`src/rtl/wb_lsu_master_pkg.sv`:
```
// wb_lsu_master_pkg
// Shared definitions for the CPU and the load/store unit:
//   lsu_size_e  - access size encoding carried on i_size
//   lsu_state_e - LSU bus FSM states
//   access_ok() - alignment/legality check for a request
package wb_lsu_master_pkg;

  typedef enum logic [1:0] {
    SIZE_BYTE    = 2'd0,
    SIZE_HALF    = 2'd1,
    SIZE_WORD    = 2'd2,
    SIZE_ILLEGAL = 2'd3
  } lsu_size_e;

  typedef enum logic [1:0] {
    ST_IDLE   = 2'd0,
    ST_STROBE = 2'd1,
    ST_WAIT   = 2'd2,
    ST_DONE   = 2'd3
  } lsu_state_e;

  // A request may start a bus cycle only when it is naturally aligned
  // and uses one of the three legal sizes.
  function automatic logic access_ok(input lsu_size_e size, input logic [1:0] addr_lo);
    case (size)
      SIZE_BYTE: return 1'b1;
      SIZE_HALF: return ~addr_lo[0];
      SIZE_WORD: return (addr_lo == 2'b00);
      default:   return 1'b0;
    endcase
  endfunction

endpackage

```
`src/rtl/wb_lsu_master_if.sv`:
```
// wb_lsu_master_if
// Pipelined Wishbone bus between the LSU master and a slave.
//   cyc, stb, we, addr, wdata, sel : master -> slave
//   ack, stall, rdata              : slave -> master
interface wb_lsu_master_if #(
  parameter int ADDR_WIDTH = 10
);

  logic                  cyc;
  logic                  stb;
  logic                  we;
  logic [ADDR_WIDTH-1:0] addr;
  logic [31:0]           wdata;
  logic [3:0]            sel;
  logic                  ack;
  logic                  stall;
  logic [31:0]           rdata;

  modport master (
    output cyc, stb, we, addr, wdata, sel,
    input  ack, stall, rdata
  );

  modport slave (
    input  cyc, stb, we, addr, wdata, sel,
    output ack, stall, rdata
  );

endinterface

```
`src/rtl/wb_lsu_master_lsu_align.sv`:
```
// wb_lsu_master_lsu_align
// Purely combinational byte-lane logic for the LSU.
//   addr_lo     - byte offset within the word
//   size        - access size
//   is_unsigned - zero-extend (1) or sign-extend (0) loads
//   wdata       - right-aligned store data
//   rdata       - word returned by the slave
//   sel         - byte-lane enables
//   wdata_rep   - store data replicated across all lanes
//   load_data   - selected lane shifted to bit 0 and extended
module wb_lsu_master_lsu_align
  import wb_lsu_master_pkg::*;
(
  input  logic [1:0]  addr_lo,
  input  lsu_size_e   size,
  input  logic        is_unsigned,
  input  logic [31:0] wdata,
  input  logic [31:0] rdata,
  output logic [3:0]  sel,
  output logic [31:0] wdata_rep,
  output logic [31:0] load_data
);

  logic [7:0]  byte_lane;
  logic [15:0] half_lane;

  always_comb begin
    sel       = 4'b0000;
    wdata_rep = wdata;
    case (size)
      SIZE_BYTE: begin
        sel       = 4'b0001 << addr_lo;
        wdata_rep = {4{wdata[7:0]}};
      end
      SIZE_HALF: begin
        sel       = addr_lo[1] ? 4'b1100 : 4'b0011;
        wdata_rep = {2{wdata[15:0]}};
      end
      SIZE_WORD: begin
        sel       = 4'b1111;
        wdata_rep = wdata;
      end
      default: begin
        sel       = 4'b0000;
        wdata_rep = wdata;
      end
    endcase
  end

  // Lane extraction: a half access is always on an even byte, so
  // only addr_lo[1] matters for picking its lane.
  always_comb begin
    byte_lane = rdata[7:0];
    case (addr_lo)
      2'd0: byte_lane = rdata[7:0];
      2'd1: byte_lane = rdata[15:8];
      2'd2: byte_lane = rdata[23:16];
      2'd3: byte_lane = rdata[31:24];
      default: byte_lane = rdata[7:0];
    endcase
    half_lane = addr_lo[1] ? rdata[31:16] : rdata[15:0];

    load_data = rdata;
    case (size)
      SIZE_BYTE: load_data = is_unsigned ? {24'b0, byte_lane}
                                         : {{24{byte_lane[7]}}, byte_lane};
      SIZE_HALF: load_data = is_unsigned ? {16'b0, half_lane}
                                         : {{16{half_lane[15]}}, half_lane};
      default:   load_data = rdata;
    endcase
  end

endmodule

```
`src/rtl/wb_lsu_master.sv`:
```
// wb_lsu_master
// Load/store unit that turns single CPU accesses into pipelined
// Wishbone cycles, with alignment checking and an ack timeout.
//   i_clk, i_rst_n          - clock, asynchronous active-low reset
//   i_req, i_we, i_addr,
//   i_wdata, i_size,
//   i_unsigned              - CPU request (sampled only when idle)
//   o_busy                  - any state other than IDLE
//   o_done, o_err           - one-cycle completion pulse and its error flag
//   o_rdata                 - last load result, held until the next load
//   wb                      - Wishbone master port
module wb_lsu_master
  import wb_lsu_master_pkg::*;
#(
  parameter int ADDR_WIDTH     = 10,
  parameter int TIMEOUT_CYCLES = 15
) (
  input  logic        i_clk,
  input  logic        i_rst_n,
  input  logic        i_req,
  input  logic        i_we,
  input  logic [31:0] i_addr,
  input  logic [31:0] i_wdata,
  input  logic [1:0]  i_size,
  input  logic        i_unsigned,
  output logic        o_busy,
  output logic        o_done,
  output logic        o_err,
  output logic [31:0] o_rdata,
  wb_lsu_master_if.master wb
);

  localparam int CNT_W = $clog2(TIMEOUT_CYCLES + 1);
  localparam logic [CNT_W-1:0] CNT_MAX = CNT_W'(TIMEOUT_CYCLES);
  localparam logic [CNT_W-1:0] CNT_ONE = CNT_W'(1);

  lsu_state_e            state_q, state_d;
  logic                  cyc_q, cyc_d;
  logic                  stb_q, stb_d;
  logic                  we_q, we_d;
  logic [ADDR_WIDTH-1:0] addr_q, addr_d;
  logic [31:0]           wdata_q, wdata_d;
  logic [3:0]            sel_q, sel_d;
  lsu_size_e             size_q, size_d;
  logic [1:0]            addr_lo_q, addr_lo_d;
  logic                  unsigned_q, unsigned_d;
  logic [CNT_W-1:0]      cnt_q, cnt_d;
  logic [31:0]           rdata_q, rdata_d;
  logic                  done_q, done_d;
  logic                  err_q, err_d;

  lsu_size_e             req_size;
  logic [1:0]            align_addr_lo;
  lsu_size_e             align_size;
  logic [3:0]            align_sel;
  logic [31:0]           align_wdata;
  logic [31:0]           align_load;
  logic [CNT_W-1:0]      cnt_next;
  logic                  unused_addr_hi;

  assign req_size       = lsu_size_e'(i_size);
  assign unused_addr_hi = ^i_addr[31:ADDR_WIDTH];

  // The aligner is shared: while idle it shapes the incoming store,
  // afterwards it extracts the load lane using the latched request.
  assign align_addr_lo = (state_q == ST_IDLE) ? i_addr[1:0] : addr_lo_q;
  assign align_size    = (state_q == ST_IDLE) ? req_size    : size_q;

  wb_lsu_master_lsu_align u_lsu_align (
    .addr_lo     (align_addr_lo),
    .size        (align_size),
    .is_unsigned (unsigned_q),
    .wdata       (i_wdata),
    .rdata       (wb.rdata),
    .sel         (align_sel),
    .wdata_rep   (align_wdata),
    .load_data   (align_load)
  );

  always_comb begin
    state_d    = state_q;
    cyc_d      = cyc_q;
    stb_d      = stb_q;
    we_d       = we_q;
    addr_d     = addr_q;
    wdata_d    = wdata_q;
    sel_d      = sel_q;
    size_d     = size_q;
    addr_lo_d  = addr_lo_q;
    unsigned_d = unsigned_q;
    cnt_d      = cnt_q;
    rdata_d    = rdata_q;
    done_d     = 1'b0;
    err_d      = 1'b0;
    cnt_next   = (cnt_q == CNT_MAX) ? cnt_q : cnt_q + CNT_ONE;

    case (state_q)
      ST_IDLE: begin
        if (i_req) begin
          we_d       = i_we;
          size_d     = req_size;
          addr_lo_d  = i_addr[1:0];
          unsigned_d = i_unsigned;
          if (access_ok(req_size, i_addr[1:0])) begin
            state_d = ST_STROBE;
            cyc_d   = 1'b1;
            stb_d   = 1'b1;
            addr_d  = {i_addr[ADDR_WIDTH-1:2], 2'b00};
            sel_d   = align_sel;
            wdata_d = align_wdata;
            cnt_d   = '0;
          end else begin
            // Rejected requests complete immediately without touching the bus.
            state_d = ST_DONE;
            done_d  = 1'b1;
            err_d   = 1'b1;
          end
        end
      end

      ST_STROBE: begin
        if (!wb.stall) begin
          stb_d = 1'b0;
          if (wb.ack) begin
            state_d = ST_DONE;
            cyc_d   = 1'b0;
            done_d  = 1'b1;
            if (!we_q) rdata_d = align_load;
          end else begin
            state_d = ST_WAIT;
          end
        end
      end

      ST_WAIT: begin
        if (wb.ack) begin
          state_d = ST_DONE;
          cyc_d   = 1'b0;
          done_d  = 1'b1;
          if (!we_q) rdata_d = align_load;
        end else begin
          cnt_d = cnt_next;
          if (cnt_next == CNT_MAX) begin
            state_d = ST_DONE;
            cyc_d   = 1'b0;
            done_d  = 1'b1;
            err_d   = 1'b1;
          end
        end
      end

      ST_DONE: begin
        state_d = ST_IDLE;
      end

      default: begin
        state_d = ST_IDLE;
      end
    endcase
  end

  always_ff @(posedge i_clk or negedge i_rst_n) begin
    if (!i_rst_n) begin
      state_q    <= ST_IDLE;
      cyc_q      <= 1'b0;
      stb_q      <= 1'b0;
      we_q       <= 1'b0;
      addr_q     <= '0;
      wdata_q    <= '0;
      sel_q      <= '0;
      size_q     <= SIZE_BYTE;
      addr_lo_q  <= '0;
      unsigned_q <= 1'b0;
      cnt_q      <= '0;
      rdata_q    <= '0;
      done_q     <= 1'b0;
      err_q      <= 1'b0;
    end else begin
      state_q    <= state_d;
      cyc_q      <= cyc_d;
      stb_q      <= stb_d;
      we_q       <= we_d;
      addr_q     <= addr_d;
      wdata_q    <= wdata_d;
      sel_q      <= sel_d;
      size_q     <= size_d;
      addr_lo_q  <= addr_lo_d;
      unsigned_q <= unsigned_d;
      cnt_q      <= cnt_d;
      rdata_q    <= rdata_d;
      done_q     <= done_d;
      err_q      <= err_d;
    end
  end

  assign o_busy   = (state_q != ST_IDLE);
  assign o_done   = done_q;
  assign o_err    = err_q;
  assign o_rdata  = rdata_q;
  assign wb.cyc   = cyc_q;
  assign wb.stb   = stb_q;
  assign wb.we    = we_q;
  assign wb.addr  = addr_q;
  assign wb.wdata = wdata_q;
  assign wb.sel   = sel_q;

endmodule

```
`src/flat_wrapper.sv`:
```
// flat-port wrapper written by rule: the top's interface ports become plain ports
module wb_lsu_master_flat import wb_lsu_master_pkg::*;
#(
  parameter int ADDR_WIDTH     = 10,
  parameter int TIMEOUT_CYCLES = 15
)
  (i_clk, i_rst_n, i_req, i_we, i_addr, i_wdata, i_size, i_unsigned, o_busy, o_done, o_err, o_rdata, wb_cyc, wb_stb, wb_we, wb_addr, wb_wdata, wb_sel, wb_ack, wb_stall, wb_rdata);
  wb_lsu_master_if #(.ADDR_WIDTH(ADDR_WIDTH)) wb_i ();
  input  logic i_clk;
  input  logic i_rst_n;
  input  logic i_req;
  input  logic i_we;
  input  logic [31:0] i_addr;
  input  logic [31:0] i_wdata;
  input  logic [1:0] i_size;
  input  logic i_unsigned;
  output logic o_busy;
  output logic o_done;
  output logic o_err;
  output logic [31:0] o_rdata;
  output wire logic [$bits(wb_i.cyc)-1:0] wb_cyc;
  output wire logic [$bits(wb_i.stb)-1:0] wb_stb;
  output wire logic [$bits(wb_i.we)-1:0] wb_we;
  output wire logic [$bits(wb_i.addr)-1:0] wb_addr;
  output wire logic [$bits(wb_i.wdata)-1:0] wb_wdata;
  output wire logic [$bits(wb_i.sel)-1:0] wb_sel;
  input wire logic [$bits(wb_i.ack)-1:0] wb_ack;
  input wire logic [$bits(wb_i.stall)-1:0] wb_stall;
  input wire logic [$bits(wb_i.rdata)-1:0] wb_rdata;
  assign wb_cyc = wb_i.cyc;
  assign wb_stb = wb_i.stb;
  assign wb_we = wb_i.we;
  assign wb_addr = wb_i.addr;
  assign wb_wdata = wb_i.wdata;
  assign wb_sel = wb_i.sel;
  assign wb_i.ack = wb_ack;
  assign wb_i.stall = wb_stall;
  assign wb_i.rdata = wb_rdata;
  wb_lsu_master #(.ADDR_WIDTH(ADDR_WIDTH), .TIMEOUT_CYCLES(TIMEOUT_CYCLES)) u_core (.i_clk(i_clk), .i_rst_n(i_rst_n), .i_req(i_req), .i_we(i_we), .i_addr(i_addr), .i_wdata(i_wdata), .i_size(i_size), .i_unsigned(i_unsigned), .o_busy(o_busy), .o_done(o_done), .o_err(o_err), .o_rdata(o_rdata), .wb(wb_i));
endmodule
```
`config.mk`:
```
export PLATFORM = sky130hd
export DESIGN_NAME = wb_lsu_master_flat
export DESIGN_NICKNAME = d
export VERILOG_FILES = /design/src/rtl/wb_lsu_master_pkg.sv /design/src/rtl/wb_lsu_master_if.sv /design/src/rtl/wb_lsu_master_lsu_align.sv /design/src/rtl/wb_lsu_master.sv /design/src/flat_wrapper.sv
export SDC_FILE = /design/constraint.sdc
export NUM_CORES = 1
export LEC_CHECK = 0
export CAP_MARGIN = 0
export CORE_MARGIN = 3
export CORE_UTILIZATION = 40
export CTS_CLUSTER_DIAMETER = 40
export DETAILED_ROUTE_END_ITERATION = 16
export PLACE_DENSITY = 0.75
export RECOVER_POWER = 50
export SLEW_MARGIN = 30
export SYNTH_ARGS = -nofsm -noshare
export SYNTH_HDL_FRONTEND = slang
export SYNTH_SLANG_ARGS = --single-unit
```
`constraint.sdc`:
```
create_clock -name i_clk -period 3.9 [get_ports i_clk]
set_input_delay 0.78 -clock i_clk [delete_from_list [all_inputs] [get_ports i_clk]]
set_output_delay 0.78 -clock i_clk [all_outputs]
set_load 0.02 [all_outputs]
```
## Word-level counts from Yosys, hierarchy flattened

Cells that the tools add are included.

| storage, ports and cells | value |
|---|---|
| flip-flop bits (word level) | 92 |
| bits in latches | 0 |
| bits in writable memories | 0 |
| ROM bits | 0 |
| output and inout bits | 84 |
| word-level logic and storage cells | 99 |
| memories kept | 0 |

| operators by class | value |
|---|---|
| $add $sub $neg | 1 |
| multipliers | 0 |
| divide/modulo/power cells | 0 |
| order comparisons | 0 |
| equal/unequal tests | 18 |
| shifts and indexed selects | 1 |
| mux-type cells | 47 |
| bitwise operators | 1 |
| reductions and logical operators | 17 |

Operator list:

| kind | number |
|---|---|
| $pmux 32 s2 | 3 |
| $mux 32 | 5 |
| $pmux 8 s4 | 1 |
| $mux 4 | 5 |
| $mux 1 | 17 |
| $mux 16 | 1 |
| $mux 2 | 7 |
| $eq 2x2->1 const B | 6 |
| $pmux 4 s3 | 1 |
| $logic_not 2->1 | 5 |
| $ne 2x2->1 const B | 5 |
| $pmux 1 s3 | 3 |
| $eq 2x1->1 const B | 4 |
| $eq 4x4->1 const B | 2 |
| $pmux 2 s4 | 1 |
| $pmux 4 s2 | 1 |
| $reduce_and 4->1 | 2 |
| $reduce_bool 2->1 | 4 |
| $reduce_and 3->1 | 2 |
| $reduce_and 6->1 | 1 |
| $add 4x1->4 const B | 1 |
| $pmux 1 s2 | 2 |
| $reduce_and 2->1 | 2 |
| $shl 1x2->4 const A | 1 |
| 3 further kinds | 3 |

## Longest topological paths before layout

| depth | value |
|---|---|
| depth after elaboration | 10 |
| mapped depth | 10 |

## Hierarchy

Synthesis repeated with hierarchy kept, for this count alone.

| second synthesis, totals | value |
|---|---|
| cells, all modules | 418 |
| area total of the unflattened synthesis | 5139.9 um2 |

Modules (own cells, without submodules):

| module | instances | cells each | area an instance (um2) | seq. area each (um2) |
|---|---|---|---|---|
| wb_lsu_master | 1 | 255 | 3998.8 | 2302.2 |
| wb_lsu_master_lsu_align | 1 | 163 | 1141.1 | 0.0 |

## Worst setup path after synthesis

No wires, ideal clock.

| timing path | value |
|---|---|
| kind | flip-flop to flip-flop |
| from | reg u_core.state_q[0] |
| to | reg u_core.rdata_q[6] (netlist: u_core.o_rdata[6]) |
| library setup time | 0.121 ns |
| data arrival time | 1.884 ns |
| required time | 3.779 ns |
| slack | 1.894 ns |
| cell stages (with the launch flop) | 10 |
| period minus slack after synthesis | 2.006 ns |
| path through | dfrtp_1 inv_1 ha_1 buf_6 buf_6 mux2_4 buf_6 a221oi_4 o21ai_2 o22a_1 |

| on the way | value |
|---|---|
| longest elaborated chain between the ends | 10 |

Ends and longest elaborated chain:

| what | line | text |
|---|---|---|
| start, declared | wb_lsu_master.sv:37 | `lsu_state_e state_q, state_d;` |
| start signal, assigned | wb_lsu_master.sv:179 | `state_q <= state_d;` |
| $logic_not 2->1 | wb_lsu_master.sv:66, wb_lsu_master.sv:67 |  |
| $mux 2 | wb_lsu_master.sv:66 | `assign align_addr_lo = (state_q == ST_IDLE) ? i_addr[1:0] : addr_lo_q;` |
| $eq 2x2->1, or another cell as far along | wb_lsu_master_lsu_align.sv:54 | `case (addr_lo)` |
| $pmux 8 s4 | wb_lsu_master_lsu_align.sv:54 |  |
| $mux 32 | wb_lsu_master_lsu_align.sv:65 | `SIZE_BYTE: load_data = is_unsigned ? {24'b0, byte_lane}` |
| $pmux 32 s2 | wb_lsu_master_lsu_align.sv:64 | `case (size)` |
| $mux 32 | wb_lsu_master.sv:128, wb_lsu_master.sv:140 |  |
| $mux 32 | wb_lsu_master.sv:124 | `if (wb.ack) begin` |
| $mux 32 | wb_lsu_master.sv:122 | `if (!wb.stall) begin` |
| $pmux 32 s2 | wb_lsu_master.sv:97 | `case (state_q)` |
| end signal, assigned | wb_lsu_master.sv:190 | `rdata_q <= rdata_d;` |
| end, declared | wb_lsu_master.sv:48 | `logic [31:0] rdata_q, rdata_d;` |

Several ways; a longest one is shown, not always the timed one. The select of a mux whose other input is x is not followed.
A chain may end at the register's enable or synchronous reset.

## Final worst setup path

| timing path | value |
|---|---|
| from | reg u_core.state_q[0] |
| to | out o_busy |

| on the way | value |
|---|---|
| longest elaborated chain between the ends | 1 |

Ends and longest elaborated chain:

| what | line | text |
|---|---|---|
| $reduce_bool 2->1 | wb_lsu_master.sv:196 | `assign o_busy = (state_q != ST_IDLE);` |
| end, declared | flat_wrapper.sv:17 | `output logic o_busy;` |

Every way passes these cells.

==> flow_summary.yaml <==
synth:
  synth_enable_flop_cells: 0
  yosys_warnings: 0
  seq_area_frac_synth: 0.473
  yosysTopAreaCell: "dfrtp_1"
  dominantRegCellSynth: "dfrtp_1"
  synth_top_area_share: 0.473
  synth_cell_type_count: 59
  synth.ff_latch_count: 92
  synthTopCellsByArea: "dfrtp_1 (47%), nand2_1 (6.7%), mux2_2 (5.3%), mux2i_1 (4.1%), o21ai_0 (3.7%)"
  synthCells: 495
  synth-async-reset-ratio: 1.00
  syn_area_um2: 4860
  syn_area_per_cell_um2: 9.82
floorplanning:
  coreArea_um2: 11700
  start_util: 0.417
  row_count: 39
  ioPinCount: 189
  die_w_um: 116
  die_y_um: 116
  die-area_um2: 13500
cells_and_area:
  multi_input_comb_area_um2: 2340
  final_area_um2: 6810
  syn_to_final_growth_pct: 40.1
  num-nets-final: 757
  drive_above_1_share: 0.105
  antenna_cells: 0
  seqCellArea_um2: 2300
  nFillCells: 1012
clock_tree:
  htree_num_levels: 3
  cts_tree: "built"
  root_buffer: "clkbuf_16"
  ctsResizeCount: 0
  cts_buffers: 9
  clk_pin_slew_ps: 60
  cts.sinks: 92
  post-cts-setup-buffers: 0
  clockBufferDepth: 2
  cts_hold_buf: 0
  clock_latency_ps: 340
power:
  total_power_uw: 5990
  vdd_ir_drop_max_mv: 0.558
  leakage_uw: 0.00286
  p_per_area_nw_per_um2: 879
sta:
  hold_viol_final: 0
  skew_ps: 8.06
  fin_crit_ps: 3080
  max_slew_margin: -0.571
  tightest_slew_ps: 2360
  fin_crit_sh: 0.789
  rsz0062_at_grt: "false"
  setup_viol: 0
  tns_ps: 0
  report.final.slew_viol_count: 43
  fmax_mhz: 325
global_route:
  grt_pass1_wl_um: 22800
  grt_pass1_vias: 4535
  antenna_found_initial: 0
  grt_usage: 0.217
  overflow: 0
  grt_max_degree: 56
worst_setup_path:
  r2r_cells: 8
  setup.worst_path.start_class: "flip-flop"
  crit_arrival_ps: 2300
  critPathRequiredTime_ps: 3120
  critPathCaptureType: "output pin"
  worstSetupPathType: "flip-flop to output pin"
  critPathMaxFanout: 21
route:
  drtAntennaViolNets: 0
  firstDrtPassIters: 4
  drt-initial-drc-count: 384
  num_vias: 4370
  viasPerCell: 5.51
  routedWlPerCell_um: 18.3
  drc_errors: 0
  drt_wl_total_um: 14500
placed_design:
  io_buffers: 164
  place_area_um2: 6570
  dpl.hpwl_um: 10600
  gp_congestion: 0.910
status:
  violations: "capacitance limit, slew limit"
  status: "finished with violations"
worst_hold_path:
  min_path_type: "flip-flop to flip-flop"
  min_path_cells: 2
run:
  drv_cap: 1
sequential cells by signal, indices dropped and copies added, names as in the netlist, 2 cells and up:
register          count
u_core.addr_lo_q      2
u_core.cnt_q          4
u_core.o_rdata       32
u_core.size_q         2
u_core.state_q        2
u_core.wb.addr        8
u_core.wb.sel         4
u_core.wb.wdata      32
cells by family (layout without fill, tap and decap cells):
kind of cell / count (synthesis) / count (layout) / synth area share
AOI/OAI and AO/OA: 162 / 162 / 0.222
xor gates and xnor gates: 1 / 1 / 0.00180
adders and majority gates: 5 / 5 / 0.0129
buffers and inverters: 42 / 196 / 0.0479
DFF: 92 / 92 / 0.473
muxes: 47 / 47 / 0.108
other: 1 / 2 / 0.000771
and+or+nand+nor: 145 / 145 / 0.133
through the flow:
stage | worst slack [ps] | hold slack, ps | utilization | cells
6_report | 825 | 478 | 0.584 | 793
5_1_grt | 572 | 510 | 0.584 | 793
4_1_cts | 819 | 440 | 0.585 | 793
3_5_place_dp | 730 | 469 | 0.563 | 779
3_3_place_gp | 805 | 460 | 0.563 | 779
2_1_floorplan | 1890 | 484 | - | 496
layout by cell type, fill, tap and decap left out, types with 2 or more instances in the layout:
cell	synthesis	final
a211oi_1	5	5
nand2b_1	5	5
o22ai_1	8	8
nor3_1	3	3
ha_1	5	5
conb_1	1	2
clkbuf_16	0	9
mux2i_1	20	20
dlygate4sd3_1	0	34
o21a_1	2	2
mux2_4	2	2
a21oi_1	34	34
o21ai_0	36	36
a211oi_2	11	11
o21ai_1	26	26
nor2_1	21	21
a22o_1	9	9
nand4_1	3	3
dfrtp_1	92	92
a31oi_1	11	11
clkbuf_1	11	3
clkbuf_2	0	2
nand2_1	87	87
nand3_1	3	3
o31ai_1	2	2
and3_1	2	2
or3_1	8	8
o211ai_1	2	3
o21ai_2	2	2
nor4_1	2	2
buf_4	3	3
clkdlybuf4s50_1	0	129
inv_1	12	12
nand3b_1	2	2
mux2_2	23	23
nor2b_1	2	2
nor3b_1	2	2
where the power goes:
part / internal [uW] / total (uW) / switching, uW / leakage, uW
registers: 1420 / 1700 / 282 / 0.00112
logic: 1510 / 3480 / 1970 / 0.00162
clock network: 442 / 801 / 359 / 0.000125
total: 3380 / 5990 / 2610 / 0.00286
synthesized netlist by cell type (all sizes together) (8+ instances only):
cell and n:
nor2 23, clkbuf 11, mux2 25, a211oi 16, buf 19, o22ai 8, or3 8, a31oi 11
o21ai 65, inv 12, a21oi 36, dfrtp 92, mux2i 22, a22o 9, nand2 87
final timing paths:
check,start,to,slack [ps]
max,u_core.state_q[0]$_DFFE_PN0P_,o_busy,820
min,u_core.wb.wdata[22]$_DFFE_PN0P_,u_core.wb.wdata[22]$_DFFE_PN0P_,480
max reg2reg,u_core.state_q[0]$_DFFE_PN0P_,u_core.o_rdata[17]$_DFFE_PN0P_,1170
min reg2reg,u_core.wb.wdata[22]$_DFFE_PN0P_,u_core.wb.wdata[22]$_DFFE_PN0P_,480
max in group asynchronous,i_rst_n,u_core.wb.wdata[23]$_DFFE_PN0P_,1050
min in group asynchronous,i_rst_n,u_core.o_rdata[2]$_DFFE_PN0P_,1150
worst max-delay path, cell delays in order (launching register included):
cell and delay, ps:
dfrtp_1 420, inv_1 100, ha_1 280, buf_4 250
inv_1 240, clkdlybuf4s50_1 660
layout make-up:
type / instances / share of cell area
multi-input combinational: 362 / 0.343
sequential: 92 / 0.338
timing repair buffer: 170 / 0.248
clock buffer: 12 / 0.0362
tap: 143 / 0.0263
inverter: 12 / 0.00661
clock inverter: 2 / 0.00184
routing by layer:
layer / vias up / global-route usage / part of all wire
met5: - / 0 / 0
met4: 0 / 0.0967 / 0.026
met3: 24 / 0.0777 / 0.11
met2: 198 / 0.346 / 0.46
met1: 2078 / 0.264 / 0.40
li1: 2070 / - / -
Note: power is estimated with default switching activity, not from simulation.
